### src/rtl/id_ex_forward_stage.sv
// id_ex_forward_stage: ID/EX pipeline register with EX operand forwarding and load-use stall
module id_ex_forward_stage #(
  parameter int XLEN = 32,
  parameter int REGW = 5,
  parameter int CNTW = 16
) (
  input  logic            clk,
  input  logic            reset,
  input  logic            id_valid,
  input  logic [REGW-1:0] id_rs1,
  input  logic [REGW-1:0] id_rs2,
  input  logic [REGW-1:0] id_rd,
  input  logic [XLEN-1:0] id_rs1_val,
  input  logic [XLEN-1:0] id_rs2_val,
  input  logic [XLEN-1:0] id_imm,
  input  logic [3:0]      id_alu_sel,
  input  logic            id_alu_src,
  input  logic            id_reg_write,
  input  logic            id_mem_read,
  input  logic            id_mem_write,
  input  logic            flush,
  input  logic [REGW-1:0] exmem_rd,
  input  logic            exmem_reg_write,
  input  logic [XLEN-1:0] exmem_result,
  input  logic [REGW-1:0] memwb_rd,
  input  logic            memwb_reg_write,
  input  logic [XLEN-1:0] memwb_result,
  output logic            stall,
  output logic            ex_valid,
  output logic [XLEN-1:0] rd1,
  output logic [XLEN-1:0] rd2,
  output logic [3:0]      sel,
  output logic [XLEN-1:0] ex_store_data,
  output logic [REGW-1:0] ex_rd,
  output logic            ex_reg_write,
  output logic            ex_mem_read,
  output logic            ex_mem_write,
  output logic [CNTW-1:0] stall_count
);
  logic            r_valid;
  logic [REGW-1:0] r_rs1;
  logic [REGW-1:0] r_rs2;
  logic [REGW-1:0] r_rd;
  logic [XLEN-1:0] r_rs1_val;
  logic [XLEN-1:0] r_rs2_val;
  logic [XLEN-1:0] r_imm;
  logic [3:0]      r_sel;
  logic            r_alu_src;
  logic            r_reg_write;
  logic            r_mem_read;
  logic            r_mem_write;
  logic [CNTW-1:0] r_cnt;
  logic            w_haz;
  logic [XLEN-1:0] w_fwd_a;
  logic [XLEN-1:0] w_fwd_b;
  // Load in EX whose destination feeds the instruction in ID; a flush overrides the stall
  always_comb begin
    w_haz = r_valid && r_mem_read && (r_rd != '0) && id_valid && (r_rd == id_rs1 || r_rd == id_rs2);
    stall = w_haz && !flush;
  end
  // Pick the youngest producer of each EX source; x0 is never forwarded
  always_comb begin
    w_fwd_a = (exmem_reg_write && exmem_rd != '0 && exmem_rd == r_rs1) ? exmem_result :
              (memwb_reg_write && memwb_rd != '0 && memwb_rd == r_rs1) ? memwb_result : r_rs1_val;
    w_fwd_b = (exmem_reg_write && exmem_rd != '0 && exmem_rd == r_rs2) ? exmem_result :
              (memwb_reg_write && memwb_rd != '0 && memwb_rd == r_rs2) ? memwb_result : r_rs2_val;
  end
  // Capture ID, or load a bubble on reset/flush/stall; source indices clear too so a bubble forwards nothing
  always_ff @(posedge clk) begin
    if (reset || flush || stall) begin
      r_valid     <= 1'b0;
      r_rs1       <= '0;
      r_rs2       <= '0;
      r_rd        <= '0;
      r_rs1_val   <= '0;
      r_rs2_val   <= '0;
      r_imm       <= '0;
      r_sel       <= '0;
      r_alu_src   <= 1'b0;
      r_reg_write <= 1'b0;
      r_mem_read  <= 1'b0;
      r_mem_write <= 1'b0;
    end else begin
      r_valid     <= id_valid;
      r_rs1       <= id_rs1;
      r_rs2       <= id_rs2;
      r_rd        <= id_rd;
      r_rs1_val   <= id_rs1_val;
      r_rs2_val   <= id_rs2_val;
      r_imm       <= id_imm;
      r_sel       <= id_alu_sel;
      r_alu_src   <= id_alu_src;
      r_reg_write <= id_reg_write;
      r_mem_read  <= id_mem_read;
      r_mem_write <= id_mem_write;
    end
  end
  // Saturating count of stall cycles
  always_ff @(posedge clk) begin
    if (reset) r_cnt <= '0;
    else if (stall && r_cnt != '1) r_cnt <= r_cnt + 1'b1;
  end
  assign ex_valid      = r_valid;
  assign rd1           = w_fwd_a;
  assign rd2           = r_alu_src ? r_imm : w_fwd_b;
  assign sel           = r_sel;
  assign ex_store_data = w_fwd_b;
  assign ex_rd         = r_rd;
  assign ex_reg_write  = r_reg_write;
  assign ex_mem_read   = r_mem_read;
  assign ex_mem_write  = r_mem_write;
  assign stall_count   = r_cnt;
endmodule

### config.mk
export PLATFORM = sky130hd
export DESIGN_NAME = id_ex_forward_stage
export DESIGN_NICKNAME = d
export VERILOG_FILES = /design/src/rtl/id_ex_forward_stage.sv
export SDC_FILE = /design/constraint.sdc
export NUM_CORES = 1
export LEC_CHECK = 0
export CORE_UTILIZATION = 30
export DETAILED_ROUTE_END_ITERATION = 6
export PLACE_DENSITY = 0.64
export SYNTH_ARGS = -nofsm -noshare
export SYNTH_HDL_FRONTEND = slang
export SYNTH_SLANG_ARGS = --single-unit
### constraint.sdc
create_clock -name clk -period 3.94 [get_ports clk]
set_input_delay 0.788 -clock clk [delete_from_list [all_inputs] [get_ports clk]]
set_output_delay 0.788 -clock clk [all_outputs]
set_load 0.005 [all_outputs]
==> impl_metrics.py, run 1 <==
metrics = {
    "flow_run": {
        "drv_cap": 0,
    },
    "power": {
        "p_sw_uw": 895,
        "irDropWorstVdd_uv": 259,
        "p_clk_share_pct": 43.8,
        "power.density_mw_per_mm2": 321,
        "p_leak_nw": 4.65,
        "comb_power_share_pct": 17.0,
        "power.internal_mw": 2.80,
        "power_frac_seq_pct": 39.2,
        "swShare_pct": 24.2,
    },
    "timing": {
        "final-hold-violation-count": 0,
        "slew_headroom_pct": 55.6,
        "tightest_slew_ns": 0.666,
        "setup_viol_count_final": 0,
        "clock.fmax_mhz": 256,
        "skew_ns": 0.0105,
        "drv_slew": 0,
        "fin_ws_ns": 0.0381,
        "layout_min_cycle_time_ns": 3.90,
        "fin_crit_sh_pct": 99.0,
        "fin_setup_tns_ns": 0,
    },
    "cts": {
        "cts-root-buf": "clkbuf_16",
        "cts_buffer_depth": 2,
        "clk_pin_slew_ns": 0.06,
        "clk_latency_ns": 0.41,
        "numCtsBuffers": 17,
        "htree_levels": 4,
        "cts_tree": "done",
        "cts.sinks": 136,
    },
    "min_path": {
        "hold_depth": 2,
        "min-delay-start": "stall_count[4]$_SDFFE_PP0P_",
        "hold_path_end": "stall_count[4]$_SDFFE_PP0P_",
        "hp-class": "reg2reg",
    },
    "placement": {
        "portBuffers": 324,
        "gp_congestion": 0.889,
        "dpl.hpwl_um": 18800,
        "pre_cts_slack_ns": -0.697,
    },
    "grt": {
        "grt_overflow": 0,
        "antenna_found_initial": 2,
        "grt_pass1_vias": 6267,
        "grt_pass1_wl_um": 36900,
        "grt_start_max_net_pins": 53,
        "track_usage_pct": 21.8,
    },
    "critical_path": {
        "crit_family": "buffers and inverters",
        "crit_chain": "clkdlybuf4s50_1 -> or4_1 -> o21a_1 -> buf_4 -> nand4_4 -> buf_4 -> buf_6 -> buf_16 -> nor2_1 -> a21oi_1 -> dlygate4sd2_1",
        "r2r_end": "r_rs2_val[27]$_SDFF_PP0_",
        "r2r-start": "ex_rd[0]$_SDFF_PP0_",
        "crit_arrival_ns": 3.11,
        "cp_max_fo": 12,
        "cp_common_cell": "buf_4",
        "end_kind": "primary output",
        "worstPathRequired_ns": 3.15,
        "critPathLaunchType": "input port",
        "r2r_slack_ns": 1.63,
        "cp.buffers_inverters": 6,
        "critPathSlowestCell": "or4_1",
        "cpPeakStageDelay_ns": 0.53,
        "worstRegToRegCells": 7,
        "path_class": "in2out",
    },
    "floorplanning": {
        "die-area_mm2": 0.0230,
        "fp.dieH_um": 152,
        "die_w_um": 152,
        "start_util_pct": 30.7,
        "rows": 54,
        "core_mm2": 0.0219,
        "io_pins": 325,
    },
    "yosys": {
        "synth_edf_count": 0,
        "synth_cells": 732,
        "synthFlopType": "dfxtp_1",
        "synth_nets": 932,
        "netlist_area_mm2": 0.00673,
        "yosysSeqAreaShare_pct": 40.4,
        "ys_types": 47,
        "syn_avg_cell_area_um2": 9.20,
        "synth-async-reset-ratio_pct": 0,
        "yosysWarningCount": 0,
        "ys_seq_elements": 136,
    },
    "detailed_routing": {
        "drc_errors": 0,
        "via_per_inst": 4.76,
        "detail-route-antenna-nets": 0,
        "via_count": 6583,
        "top_layer": "met5",
        "first_pass_iters": 6,
        "drt-initial-drc-count": 238,
        "met3_length_um": 2130,
        "dr_wl_met2_um": 12800,
        "drt-wirelength-per-cell_um": 18.9,
        "wl_met1_um": 10900,
        "finalWirelength_um": 26200,
    },
    "final_layout": {
        "layout_common_cells": "clkdlybuf4s50_1 (226), dfxtp_1 (135), and2_1 (121)",
        "final_common_cell": "clkdlybuf4s50_1",
        "drive_gt1_share_pct": 14.9,
        "area_growth_pct": 71.0,
        "finalNetCount": 1289,
        "fin_util_pct": 52.6,
    },
    "status": {
        "outcome": "finished clean",
    },
}
tightest hold or removal path: cells and delay by family, from the launching register on:
kind | cells | cell delay, ns
AOI/OAI and AO/OA | 2 | 0.13
DFF | 1 | 0.33
worst max-delay path by stage:
stage                startpoint          endpoint  slack (ns)  depth (start not counted)
global route        exmem_rd[1]  ex_store_data[8]      -0.003                         11
CTS                 memwb_rd[3]           rd1[12]        -0.1                         10
floorplan           memwb_rd[1]           rd2[10]         1.0                          6
detailed placement  memwb_rd[1]           rd1[12]       -0.70                          8
global placement    memwb_rd[1]           rd1[12]       -0.65                          8
finish              exmem_rd[1]  ex_store_data[3]        0.04                         11
synthesized netlist by cell type (2+ instances only):
master	instances	area share (%)
and2_1	121	11
xor2_1	20	2.6
o21ai_1	28	2.1
buf_2	17	1.3
o21a_1	2	0.22
nand4_2	2	0.37
and4_1	2	0.26
nor4_4	2	0.63
buf_4	4	0.45
a221oi_1	2	0.26
or4_1	12	1.3
and3_1	2	0.19
nand2_1	38	2.1
nor3_1	37	2.8
a21oi_1	44	3.3
nor2_1	43	2.4
mux2i_1	65	9.7
buf_6	7	1.2
mux2_4	2	0.45
clkbuf_1	24	1.3
nand4_1	3	0.28
inv_1	35	2.0
xnor2_1	10	1.3
dfxtp_1	136	40
nor2b_1	3	0.28
o21ai_0	4	0.30
nand2b_1	2	0.19
o31ai_1	11	1.2
a221oi_2	30	6.7
nand3_1	7	0.52
layout make-up:
type / instances / area [um2]
clock buffers: 18 / 429
well taps: 280 / 350
flip-flops and latches: 136 / 2730
multi-input cells: 509 / 3700
repair buffers: 390 / 4010
fillers: 2044 / 10400
clock inverters: 13 / 155
diodes: 1 / 2.50
inverters: 35 / 131
metal layers:
| metal | vias to the layer above | global-route usage [%] |
|---|---|---|
| li1 | 3233 | - |
| met1 | 3073 | 26.5 |
| met2 | 247 | 37.2 |
| met3 | 28 | 6.11 |
| met4 | 2 | 6.29 |
| met5 | - | 0 |
registers in the layout (all words and copies together) (netlist names):
signal and count:
r_imm 32, ex_reg_write 1, ex_mem_read 1, r_rs1 5, r_rs1_val 32, r_rs2_val 32
stall_count 16, sel 4, r_alu_src 1, ex_mem_write 1, ex_rd 5, ex_valid 1
r_rs2 5
kinds of logic (layout without fill, tap and decap cells):
kind of cell / Yosys count / after routing / synth area share, %
AO/OA/AOI/OAI: 127 / 127 / 15.1
XOR/XNOR: 30 / 30 / 3.90
adder cells (fa/ha/maj): 1 / 1 / 0.186
buffers and inverters: 87 / 456 / 6.17
flip-flops: 136 / 136 / 40.4
multiplexers: 68 / 68 / 10.3
other: 0 / 1 / 0
AND/OR/NAND/NOR: 283 / 283 / 23.9
through the flow:
| stage | power [mW] | std cells | hold WS (ns) | instance area (um2) |
|---|---|---|---|---|
| floorplan | 1.68 | 732 | 0.477 | 6730 |
| global placement | 2.12 | 1325 | 0.482 | 10600 |
| detailed placement | 2.12 | 1325 | 0.492 | 10600 |
| CTS | 3.72 | 1373 | 0.501 | 11400 |
| global route | 3.83 | 1381 | 0.529 | 11500 |
| finish | 3.69 | 1382 | 0.508 | 11500 |
power by group through the flow:
stage / logic, mW / registers, mW / clock network (mW)
after CTS: 0.624 / 1.45 / 1.65
after global placement: 0.643 / 1.48 / 0
after global routing: 0.669 / 1.45 / 1.71
after floorplan: 0.213 / 1.47 / 0
after detailed placement: 0.646 / 1.48 / 0
final: 0.627 / 1.45 / 1.62
repair_timing:
action                     CTS  global route
pin swaps                   10             4
gates cloned                 5             1
setup endpoints to repair   95            26
hold buffers                 0             0
gates resized for setup    109            27
setup buffers               12             7
Power figures use the tool's default switching activity.
==> run 2: changes to the inputs <==
- SKIP_LAST_GASP: unset -> 1
==> impl_metrics.py, run 2 (same netlist as run 1, synthesis figures left out) <==
metrics = {
    "cts": {
        "cts-root-buf": "clkbuf_16",
        "cts.sinks": 136,
        "numCtsBuffers": 17,
        "cts_hold_buffers": 0,
        "cts_tree": "done",
        "cts_buffer_depth": 2,
        "clk_pin_slew_ns": 0.06,
        "clk_latency_ns": 0.42,
        "htree_levels": 4,
    },
    "grt": {
        "grt_pass1_wl_um": 36800,
        "grt_overflow": 0,
        "grt_pass1_vias": 6254,
        "antenna_found_initial": 2,
        "grt_start_max_net_pins": 53,
        "track_usage_pct": 21.7,
    },
    "status": {
        "violations": "setup timing",
        "outcome": "finished with violations",
    },
    "timing": {
        "final-hold-violation-count": 0,
        "fin_crit_sh_pct": 102,
        "fin_ws_ns": -0.0710,
        "slew_headroom_pct": 54.2,
        "clock.fmax_mhz": 249,
        "hold_ws_ns": 0.509,
        "rsz0062_at_grt": "true",
        "setup_viol_count_final": 2,
        "layout_min_cycle_time_ns": 4.01,
        "skew_ns": 0.0106,
        "tightest_slew_ns": 0.688,
        "drv_slew": 0,
    },
    "critical_path": {
        "crit_arrival_ns": 3.22,
        "path_class": "in2out",
        "worstPathRequired_ns": 3.15,
        "critPathLaunchType": "input port",
        "cp_common_cell": "clkdlybuf4s50_1",
        "crit_chain": "clkdlybuf4s50_1 -> or4_4 -> o21ai_4 -> nor4_4 -> buf_12 -> buf_4 -> mux2i_2 -> a21oi_2 -> clkdlybuf4s50_1",
        "cpPeakStageDelay_ns": 0.53,
        "critPathSlowestCell": "clkdlybuf4s50_1",
        "end_kind": "primary output",
        "cp_max_fo": 10,
    },
    "placement": {
        "dpl.hpwl_um": 18800,
        "pre_cts_slack_ns": -0.697,
        "portBuffers": 324,
        "dp_cells": 1325,
        "gp_congestion": 0.889,
    },
    "detailed_routing": {
        "drt-initial-drc-count": 233,
        "drt-wirelength-per-cell_um": 19.0,
        "via_per_inst": 4.78,
        "drc_errors": 0,
        "via_count": 6611,
        "detail-route-antenna-nets": 0,
        "first_pass_iters": 5,
        "finalWirelength_um": 26300,
    },
    "floorplanning": {
        "die-area_mm2": 0.0230,
        "rows": 54,
        "start_util_pct": 30.7,
        "die_w_um": 152,
        "fp.dieH_um": 152,
        "io_pins": 325,
        "core_mm2": 0.0219,
    },
    "power": {
        "swShare_pct": 24.3,
        "p_sw_uw": 898,
        "power_frac_seq_pct": 39.2,
        "power.density_mw_per_mm2": 320,
        "p_leak_nw": 4.74,
        "irDropWorstVdd_uv": 261,
        "power_mw": 3.70,
        "power.internal_mw": 2.80,
        "comb_power_share_pct": 17.0,
        "p_clk_share_pct": 43.8,
    },
    "final_layout": {
        "area_growth_pct": 71.5,
        "layout_common_cells": "clkdlybuf4s50_1 (228), dfxtp_1 (135), and2_1 (121)",
        "finalNetCount": 1289,
        "instances_no_fill": 1382,
        "fin_util_pct": 52.7,
        "final_common_cell": "clkdlybuf4s50_1",
        "drive_gt1_share_pct": 14.7,
        "largestRegisters": "r_imm: 32 flops, r_rs1_val: 32 flops, r_rs2_val: 32 flops",
    },
    "min_path": {
        "hp-class": "reg2reg",
    },
    "flow_run": {
        "drv_cap": 0,
    },
}
## run 2: changes by cell type in the layout (fill, tap and decap cells not counted), moves of 2 or more
cell / change
dlymetal6s2s_1: +8
dlygate4sd2_1: -9
buf_6: -2
clkdlybuf4s50_1: +2
## run 2: path summary, 6_finish.rpt
| kind | start | to | slack, ns | depth (start not counted) |
|---|---|---|---|---|
| min | stall_count[4]$_SDFFE_PP0P_ | stall_count[4]$_SDFFE_PP0P_ | 0.51 | 2 |
| min reg2reg | stall_count[4]$_SDFFE_PP0P_ | stall_count[4]$_SDFFE_PP0P_ | 0.51 | 2 |
| max reg2reg | ex_rd[0]$_SDFF_PP0_ | r_imm[29]$_SDFF_PP0_ | 1.63 | 7 |
| max | memwb_rd[3] | ex_store_data[23] | -0.07 | 9 |
## run 2: layout make-up
class	count	area, um2
clock inverters	13	155
repair buffers	390	4050
clock buffers	18	429
flip-flops and latches	136	2730
well taps	280	350
fillers	2035	10300
diodes	1	2.50
multi-input cells	509	3700
inverters	35	131
## run 2: routing by layer
layer  global-route usage (%)  vias up  part of all wire (%)
met5                        0        -                 0.046
met4                     6.29        2                   1.6
met3                     6.08       27                   8.1
met2                     37.1      247                    49
met1                     26.4     3098                    42
li1                         -     3237                     -
## run 2: timing repair
item                                    4_1_cts  5_1_grt
gates cloned                                  5        2
pin swaps                                    10        4
buffers inserted                             12        6
gates resized for setup                      97       32
endpoints found under the setup margin       95       36
## run 2: stage by stage
| step | TNS [ns] | area (um2) |
|---|---|---|
| global placement | -30.48 | 10600 |
| floorplan | 0 | 6730 |
| CTS | -0.864 | 11400 |
| detailed placement | -33.41 | 10600 |
| finish | -0.0754 | 11500 |
| global route | -0.429 | 11500 |
## run 2: worst max-delay path, delay by kind of cell
| family | cells | cell delay [ns] |
|---|---|---|
| buf+inv | 4 | 1.31 |
| simple gates | 2 | 0.58 |
| compound gates | 2 | 0.35 |
| mux | 1 | 0.18 |
## run 2: power by group through the flow
| stage | logic (mW) | clock network, mW | registers, mW |
|---|---|---|---|
| 2_1_floorplan | 0.213 | 0 | 1.47 |
| 4_1_cts | 0.629 | 1.65 | 1.45 |
| 3_3_place_gp | 0.643 | 0 | 1.48 |
| 3_5_place_dp | 0.646 | 0 | 1.48 |
| 6_report | 0.629 | 1.62 | 1.45 |
| 5_1_grt | 0.672 | 1.71 | 1.45 |
==> run 3: changes to the inputs <==
- HOLD_SLACK_MARGIN: unset -> 0.03
- RECOVER_POWER: unset -> 100
- SKIP_LAST_GASP: 1 -> unset
==> impl_metrics.py, run 3 (same netlist as run 1, synthesis figures left out) <==
metrics = {
    "grt": {
        "grt_pass1_vias": 6267,
        "grt_pass1_wl_um": 36900,
        "track_usage_pct": 21.8,
        "grt_overflow": 0,
        "antenna_found_initial": 2,
        "grt_start_max_net_pins": 53,
    },
    "final_layout": {
        "final_area_mm2": 0.0114,
        "drive_gt1_share_pct": 14.0,
        "finalNetCount": 1289,
        "layout_common_cells": "clkdlybuf4s50_1 (195), dfxtp_1 (135), and2_1 (82), dlygate4sd2_1 (82), mux2i_1 (55)",
        "seqCellArea_mm2": 0.00273,
        "largestRegisters": "r_imm: 32 flops, r_rs1_val: 32 flops, r_rs2_val: 32 flops",
        "area_growth_pct": 69.1,
        "fin_util_pct": 52.0,
        "final_common_cell": "clkdlybuf4s50_1",
        "fillers": 2070,
        "instances_no_fill": 1382,
        "multiInputGateArea_mm2": 0.00366,
    },
    "cts": {
        "numCtsBuffers": 17,
        "htree_levels": 4,
        "clk_pin_slew_ns": 0.06,
        "cts-root-buf": "clkbuf_16",
        "clk_latency_ns": 0.42,
        "cts_buffer_depth": 2,
        "cts.sinks": 136,
        "cts_tree": "done",
    },
    "critical_path": {
        "end_kind": "primary output",
        "cp_max_fo": 12,
        "worstPathRequired_ns": 3.15,
        "crit_arrival_ns": 3.11,
        "critPathLaunchType": "input port",
        "worstRegToRegCells": 6,
        "path_class": "in2out",
    },
    "flow_run": {
        "drv_cap": 1,
    },
    "power": {
        "power_mw": 3.68,
        "p_leak_nw": 4.59,
        "irDropWorstVdd_uv": 260,
        "power.density_mw_per_mm2": 323,
    },
    "timing": {
        "fin_crit_sh_pct": 99.1,
        "layout_min_cycle_time_ns": 3.90,
        "drv_slew": 19,
        "hold_ws_ns": 0.505,
        "skew_ns": 0.0115,
        "clock.fmax_mhz": 256,
        "setup_viol_count_final": 0,
        "tightest_slew_ns": 1.81,
        "fin_ws_ns": 0.0373,
        "fin_setup_tns_ns": 0,
        "final-hold-violation-count": 0,
        "slew_headroom_pct": -21.4,
    },
    "status": {
        "violations": "capacitance limit, slew limit",
        "outcome": "finished with violations",
    },
    "detailed_routing": {
        "finalWirelength_um": 26200,
        "drt-wirelength-per-cell_um": 18.9,
        "via_per_inst": 4.76,
        "drt-initial-drc-count": 240,
        "detail-route-antenna-nets": 0,
        "via_count": 6574,
        "drc_errors": 0,
        "first_pass_iters": 4,
    },
    "placement": {
        "dpl.hpwl_um": 18800,
        "dpl_cell_area_mm2": 0.0106,
        "portBuffers": 324,
        "dp_cells": 1325,
        "pre_cts_slack_ns": -0.697,
        "gp_congestion": 0.889,
    },
    "floorplanning": {
        "fp.dieH_um": 152,
        "die-area_mm2": 0.0230,
        "die_w_um": 152,
        "core_mm2": 0.0219,
        "rows": 54,
        "io_pins": 325,
        "start_util_pct": 30.7,
    },
    "min_path": {
        "hold_depth": 2,
        "hp-class": "reg2reg",
    },
}
==> run 3: report_power, final <==
part | switching [mW] | internal, mW
Combinational | 0.242 | 0.372
Sequential | 0.0238 | 1.42
Clock | 0.628 | 0.990
==> run 3: critical path: stages <==
cell             delay (ns)
clkdlybuf4s50_1        0.42
or4_1                  0.53
o21a_1                 0.24
buf_4                  0.16
nand4_4                0.17
buf_4                  0.15
buf_6                  0.10
buf_16                 0.13
nor2_1                 0.04
a21oi_1                0.13
dlygate4sd2_1          0.26
==> run 3: layer usage <==
metal  vias up  track usage, %  wire length (um)  share of wire [%]
li1       3231               -                 -                  -
met1      3080            26.5             10800                 41
met2       234            37.2             12800                 49
met3        27            6.11              2160                8.3
met4         2            6.29               394                1.5
met5         -               0                12              0.046
==> run 3: cell type report <==
cell class                 instances  share of cell area [%]
antenna                            1                  0.0220
clock buffer                      18                    3.77
clock inverter                    13                    1.36
inverter                          35                    1.15
multi-input combinational        509                    32.2
sequential                       136                    24.0
tap                              280                    3.08
timing repair buffer             390                    34.5
==> run 3: worst paths after layout <==
check	slack [ns]	from	end
min	0.50	stall_count[4]$_SDFFE_PP0P_	stall_count[4]$_SDFFE_PP0P_
max reg2reg	0.71	stall_count[0]$_SDFFE_PP0P_	stall_count[10]$_SDFFE_PP0P_
max	0.04	exmem_rd[1]	ex_store_data[3]
min reg2reg	0.50	stall_count[4]$_SDFFE_PP0P_	stall_count[4]$_SDFFE_PP0P_
==> run 3: timing repair <==
item                       CTS  global route
hold buffers                 0             0
cloned                       5             1
gates resized for setup    109            27
pin swaps                   10             4
buffers inserted            12             7
setup endpoints to repair   95            26
